`config.mk`:
```
export PLATFORM = sky130hd
export DESIGN_NAME = sc_bit_decision_psum
export DESIGN_NICKNAME = d
export VERILOG_FILES = /design/src/rtl/sc_bit_decision_psum.sv
export SDC_FILE = /design/constraint.sdc
export NUM_CORES = 1
export LEC_CHECK = 0
export CORE_MARGIN = 1.5
export CORE_UTILIZATION = 64
export CTS_BUF_LIST = sky130_fd_sc_hd__clkbuf_16
export DETAILED_ROUTE_END_ITERATION = 12
export DONT_BUFFER_PORTS = 1
export HOLD_SLACK_MARGIN = 0.06
export PLACE_DENSITY = 0.8
export SYNTH_ARGS = -nofsm -noshare
export SYNTH_HDL_FRONTEND = slang
export SYNTH_SLANG_ARGS = --single-unit
```
`constraint.sdc`:
```
create_clock -name clk -period 4.1 [get_ports clk]
set_input_delay 0.615 -clock clk [delete_from_list [all_inputs] [get_ports clk]]
set_output_delay 0.615 -clock clk [all_outputs]
set_load 0.02 [all_outputs]
```
`src/rtl/sc_bit_decision_psum.sv`:
```
// Leaf stage of an SC polar decoder: frozen-masked hard decisions, per-frame bit store, g-node partial sums.
// Optional frozen-bit disagreement flag (frz_err) is built only when FROZEN_CHECK_EN is defined.
module sc_bit_decision_psum #(
  parameter int N     = 16,
  parameter int LOG2N = 4,
  parameter int LLRW  = 17
) (
  input  logic             clk,
  input  logic             rst_n,
  input  logic             start,
  input  logic [N-1:0]     frozen,
  input  logic             llr_valid,
  input  logic [LLRW-1:0]  llr_in,
  output logic [LOG2N-1:0] bit_idx,
  output logic             busy,
  input  logic [LOG2N-1:0] q_stage,
  input  logic [LOG2N-1:0] q_idx,
  output logic             u_sum,
  output logic [N-1:0]     u_hat,
  output logic             done,
  output logic             frz_err
);

  typedef enum logic [1:0] {
    S_IDLE = 2'd0,
    S_DEC  = 2'd1,
    S_DONE = 2'd2
  } state_t;

  localparam logic [LOG2N-1:0] LAST_IDX = LOG2N'(N - 1);
  localparam logic [LOG2N:0]   N_EXT    = (LOG2N + 1)'(N);

  state_t         state;
  state_t         state_nxt;
  logic [N-1:0]   mask;
  logic           llr_neg;
  logic           take;
  logic           dec_bit;

  // LLR == 0 is not negative, so it decides 0 like any non-negative value.
  assign llr_neg = $signed(llr_in) < $signed({LLRW{1'b0}});
  assign take    = (state == S_DEC) && llr_valid && !start;
  assign dec_bit = ~mask[bit_idx] & llr_neg;

  assign busy = (state == S_DEC);
  assign done = (state == S_DONE);

  always_comb begin
    state_nxt = state;
    if (start) begin
      state_nxt = S_DEC;
    end else begin
      case (state)
        S_DEC:   if (llr_valid && (bit_idx == LAST_IDX)) state_nxt = S_DONE;
        S_DONE:  state_nxt = S_IDLE;
        default: state_nxt = state;
      endcase
    end
  end

  // bit_idx is exactly LOG2N wide, so the increment past N-1 wraps to 0 on the way into DONE.
  always_ff @(posedge clk or negedge rst_n) begin
    if (!rst_n) begin
      state   <= S_IDLE;
      bit_idx <= '0;
      u_hat   <= '0;
      mask    <= '0;
    end else begin
      state <= state_nxt;
      if (start) begin
        mask    <= frozen;
        u_hat   <= '0;
        bit_idx <= '0;
      end else if (take) begin
        u_hat[bit_idx] <= dec_bit;
        bit_idx        <= bit_idx + LOG2N'(1);
      end
    end
  end

  logic [LOG2N:0]   half_len;
  logic [LOG2N-1:0] blk_mask;
  logic [LOG2N-1:0] base;

  assign half_len = (LOG2N + 1)'(1) << q_stage;
  assign blk_mask = (half_len[LOG2N-1:0] - LOG2N'(1)) | half_len[LOG2N-1:0];
  assign base     = bit_idx & ~blk_mask;

  logic             acc;
  logic [LOG2N-1:0] kk;
  logic [LOG2N:0]   idx;

  // x[j] of the left sibling block: XOR of every u[base+k] whose k is a bitwise superset of j.
  always_comb begin
    acc = 1'b0;
    kk  = '0;
    idx = '0;
    for (int k = 0; k < N / 2; k++) begin
      kk  = LOG2N'(k);
      idx = {1'b0, base} + {1'b0, kk};
      if (((LOG2N + 1)'(k) < half_len) && ((q_idx & ~kk) == '0) && (idx < N_EXT)) begin
        acc = acc ^ u_hat[idx[LOG2N-1:0]];
      end
    end
  end

  assign u_sum = acc;

`ifdef FROZEN_CHECK_EN
  logic frz_q;

  always_ff @(posedge clk or negedge rst_n) begin
    if (!rst_n) begin
      frz_q <= 1'b0;
    end else if (start) begin
      frz_q <= 1'b0;
    end else if (take && mask[bit_idx] && llr_neg) begin
      frz_q <= 1'b1;
    end
  end

  assign frz_err = frz_q;
`else
  assign frz_err = 1'b0;
`endif

endmodule

```
## Word-level counts from Yosys, hierarchy flattened

Cells that the tools add are included.

- Register bits: 38
- Bits in latches: 0
- Memory bits (writable): 0
- Bits in read-only memories: 0
- Input bits: 45
- Output and inout bits: 24
- Logic and storage cells: 125
- Memories: 0

- Add/sub/neg operators: 9
- Multipliers: 0
- Div/mod/pow operators: 0
- Magnitude comparators: 27
- Eq/ne operators: 4
- Shift-type cells: 1
- Mux-type cells: 36
- Bitwise gates (word level): 12
- Reduce and logical (&&, ||, !) cells: 32

Operators with widths:

| kind | number |
|---|---|
| less-than comparator 4 x 5 -> 1 bit, second input constant | 10 |
| binary-select mux 1 bit (select 4 bit) | 9 |
| less-than comparator 5 bit, second input constant | 7 |
| zero test 4 bit | 8 |
| 2-to-1 mux 16 bit | 2 |
| adder 4 x 3 -> 5 bit, second input constant | 4 |
| logical AND 1 bit | 20 |
| less-than comparator 3 x 5 -> 1 bit, first input constant | 4 |
| 2-to-1 mux 1 bit | 18 |
| less-than comparator 17 x 1 -> 1 bit, second input constant | 1 |
| bitwise mux 16 bit | 1 |
| adder 4 x 2 -> 5 bit, second input constant | 2 |
| less-than comparator 1 x 5 -> 1 bit, first input constant | 2 |
| less-than comparator 2 x 5 -> 1 bit, first input constant | 2 |
| 2-to-1 mux 4 bit | 2 |
| XOR 1 bit | 7 |
| adder 4 x 1 -> 5 bit, second input constant | 1 |
| left shift 1 x 4 -> 5 bit, first input constant | 1 |
| adder 4 x 1 -> 4 bit, second input constant | 1 |
| AND 4 bit | 1 |
| demux 1 bit (select 4 bit) | 1 |
| equality test 4 bit, second input constant | 1 |
| >= comparator 4 x 1 -> 1 bit, second input constant | 1 |
| 2-to-1 mux 2 bit | 2 |
| other kinds (13) | 13 |

## Logic depth before layout (Yosys ltp)

- Word-level depth: 22
- Mapped depth: 11
- Gate-level depth less buffers: 11

## Worst setup path after synthesis

Ideal clock, no wire load.

- Path kind: input port to output port
- Start: input port q_stage[1]
- End: output port u_sum
- Arrival time: 3098 ps
- Data required time: 3485 ps
- Slack: 387 ps
- Cell stages on the path: 11
- Buffers on the path: 2
- Cell sequence: nor4_2 and2_1 buf_6 buf_6 ha_1 mux4_2 a211o_1 nand4_1 nor2_1 xnor3_1 xnor2_1

- Cells in the longest elaborated chain, start to end: 22

Ends and longest elaborated chain:

| item | RTL line | text |
|---|---|---|
| from (decl) | 16 | `input logic [LOG2N-1:0] q_stage,` |
| left shift 1 x 4 -> 5 bit * | 85 | `assign half_len = (LOG2N + 1)'(1) << q_stage;` |
| subtractor 4 x 1 -> 4 bit | 86 | `assign blk_mask = (half_len[LOG2N-1:0] - LOG2N'(1)) \| half_len[LOG2N-1:0];` |
| bitwise OR 4 bit | 86 |  |
| NOT 4 bit | 87 | `assign base = bit_idx & ~blk_mask;` |
| AND 4 bit | 87 |  |
| adder 4 x 1 -> 5 bit, or another cell as far along | 100 | `idx = {1'b0, base} + {1'b0, kk};` |
| binary-select mux 1 bit (select 4 bit), or another cell as far along | 102 | `acc = acc ^ u_hat[idx[LOG2N-1:0]];` |
| 2-to-1 mux 1 bit, on equally long branches | 102, 101 |  |
| (+6 left out) | - |  |
| XOR 1 bit | 102 |  |
| 2-to-1 mux 1 bit | 101 | `if (((LOG2N + 1)'(k) < half_len) && ((q_idx & ~kk) == '0) && (idx < N_EXT)) begin` |
| XOR 1 bit | 102 |  |
| 2-to-1 mux 1 bit | 101 |  |
| XOR 1 bit | 102 |  |
| 2-to-1 mux 1 bit | 101 |  |
| XOR 1 bit | 102 |  |
| 2-to-1 mux 1 bit * | 101 |  |
| to (decl) | 18 | `output logic u_sum,` |

Every way passes the cells marked *; elsewhere a longest branch is shown, timed or not. The select of a mux whose other input is x is not followed.

## Worst setup path after layout

Same ends and word-level chain as after synthesis.

==> results.ini <==
[status]
status=finished, final reports clean

[logic_synthesis]
synth_most_common_cell=dfrtp_1
synth.yosys.warnings=0
synth_fp_nets=306
synth_commonest_cells=dfrtp_1, nand2_1, nand3_1, nor2_1, clkbuf_1
synth-edff-count=0
synthDistinctLibCells=35
synthFlopType=dfrtp_1
ys_seq_area_share_pct=37.0
syn-cell-area_sq_um=2570
syn-instance-count=254
yosys-top-cells-area=dfrtp_1, mux4_2, mux2_2
synthArstFlopShare_pct=100
ys_ff_latch=38
syn_avg_cell_area_sq_um=10.1
synth_top_cell_by_area=dfrtp_1
netlist.area_leader.share_pct=37.0

[timing]
whs_ps=170
relSlewSlack_pct=59.3
finalHoldViolCount=0
finalCritPeriodShare_pct=93.0
maxSlewViolCount=0
final.min_clock_period_ps=3810
rsz0062_at_grt=no
setup_viol=0
fin_skew_ps=3.97
clock.fmax_ghz=0.262
finalSetupTns_ps=0
worst-slew-pin-transition_ps=610

[clocking]
post_cts_buffers=0
cts_resized=0
cts_max_level=2
cts_buffers=5
cts_buffer_depth=2
cts_tree=done
clk_pin_slew_worst_paths_ps=60
clockRootBuffer=clkbuf_16
cts_hold_buf=1
insertion_delay_ps=280
clock_sinks=38

[hold_path]
hp-class=in2async

[worst_setup_path]
critPathMaxFanout=8
start_kind=primary input
cp.arrival_ps=3200
worstPathRequired_ps=3480
end_kind=primary output
reg2reg_setup_slack_ps=1580
path_class=in2out

[grt]
grt_pass1_vias=1954
grt_usage_pct=27.3
antenna_found_initial=0
grt_max_degree=40
grt_pass1_wl_mm=8.97
grt_overflow=0

[pwr]
p_per_area_nw_per_um2=317
ir_drop_mv=0.285
power_mw=0.876
p_leak_nw=1.14

[placed_design]
hpwl_mm=3.98
portBuffers=0
dp_cells=288
routabilityCongestion=0.865

[detailed_routing]
vias=1937
drc=0
viasPerCell=6.52
ant_nets=0
drt-pass1-iter-count=4
wirelength_mm=5.46
first_iter_violations=107
post_drt_wl_per_cell_microns=18.4

[final_layout]
instances_no_fill=297
post-route-util_pct=73.2
num-nets-final=300
n_antenna_cell=0
area_growth_pct=7.35
layout-drive-gt1-share_pct=18.9

[die]
placementRows=22
die_h_microns=66.4
core_area_sq_um=3770
pin_count=69
die_w_microns=66.4
start_util_pct=68.2
dieArea_sq_um=4410

[job]
maxCapViolCount=0

[cell type report]
class	instances	area [sq um]
multi-input combinational	187	1490
fill	271	1010
sequential	38	951
clock buffer	5	125
timing repair buffer	8	85.1
tap	48	60.1
inverter	8	35.0
clock inverter	3	16.3
[per-stage QoR]
| step | area [sq um] | setup slack [ps] |
|---|---|---|
| after floorplan | 2570 | 387 |
| after global placement | 2600 | 302 |
| after detailed placement | 2600 | 292 |
| after CTS | 2760 | 282 |
| after global routing | 2760 | 71.5 |
| final | 2760 | 287 |
[worst paths after layout]
| path | cells past startpoint | to | from |
|---|---|---|---|
| hold / removal | 1 | u_hat[15]$_DFFE_PN0P_ | rst_n |
| setup reg to reg | 6 | u_hat[7]$_DFFE_PN0P_ | bit_idx[0]$_DFFE_PN0P_ |
| max in group asynchronous | 1 | u_hat[2]$_DFFE_PN0P_ | rst_n |
| hold reg to reg | 1 | mask[14]$_DFFE_PN0P_ | mask[14]$_DFFE_PN0P_ |
| setup / recovery | 12 | u_sum | q_stage[1] |
| min in group clk | 1 | u_hat[1]$_DFFE_PN0P_ | start |
[cell families (layout without fill, tap and decap cells)]
group | after synthesis | in the layout | share of synthesized area, %
buffers and inverters | 29 | 24 | 5.16
AOI/OAI and AO/OA | 31 | 31 | 7.10
and+or+nand+nor | 92 | 92 | 17.0
adders and majority gates | 7 | 7 | 3.41
DFF | 38 | 38 | 37.0
muxes | 46 | 46 | 26.3
other | 1 | 1 | 0.146
xor gates and xnor gates | 10 | 10 | 3.94
[layout by cell type, fill, tap and decap left out, types with 4 or more instances in the layout]
master / instances
dfrtp_1: 38
nor3_1: 6
mux4_2: 13
nand2_1: 28
nor2_1: 19
nor2b_1: 7
o21ai_0: 4
mux2i_1: 15
buf_4: 6
ha_1: 7
a21oi_1: 16
mux2_2: 16
a211oi_1: 4
and3_1: 4
xnor2_1: 7
clkbuf_16: 5
inv_1: 6
nand3_1: 19
[critical path, cell delays in order]
cell     delay, ps
nor4_2         350
and2_1         370
buf_12         180
inv_6           50
ha_1           350
mux4_1         320
and3_1         200
a31oi_1        150
a31oi_1        130
mux2i_1        190
xnor2_1        130
buf_4          160
[flip-flops by register name, indices dropped and copies added, names as in the netlist]
signal	cells
mask	16
bit_idx	4
u_hat	16
state	2
[power by group]
| group | switching [mW] | internal [mW] | leakage [nW] |
|---|---|---|---|
| registers | 0.0184 | 0.394 | 0.487 |
| clock network | 0.147 | 0.222 | 0.0672 |
| logic | 0.0467 | 0.0477 | 0.589 |
[layer usage]
layer | share of wire (%) | track usage (%) | vias to the layer above
li1 | - | - | 892
met1 | 42 | 35.3 | 969
met2 | 52 | 46.4 | 63
met3 | 4.4 | 4.77 | 13
met4 | 2.1 | 8.93 | 0
met5 | 0 | 0 | -
Power figures use the tool's default switching activity.
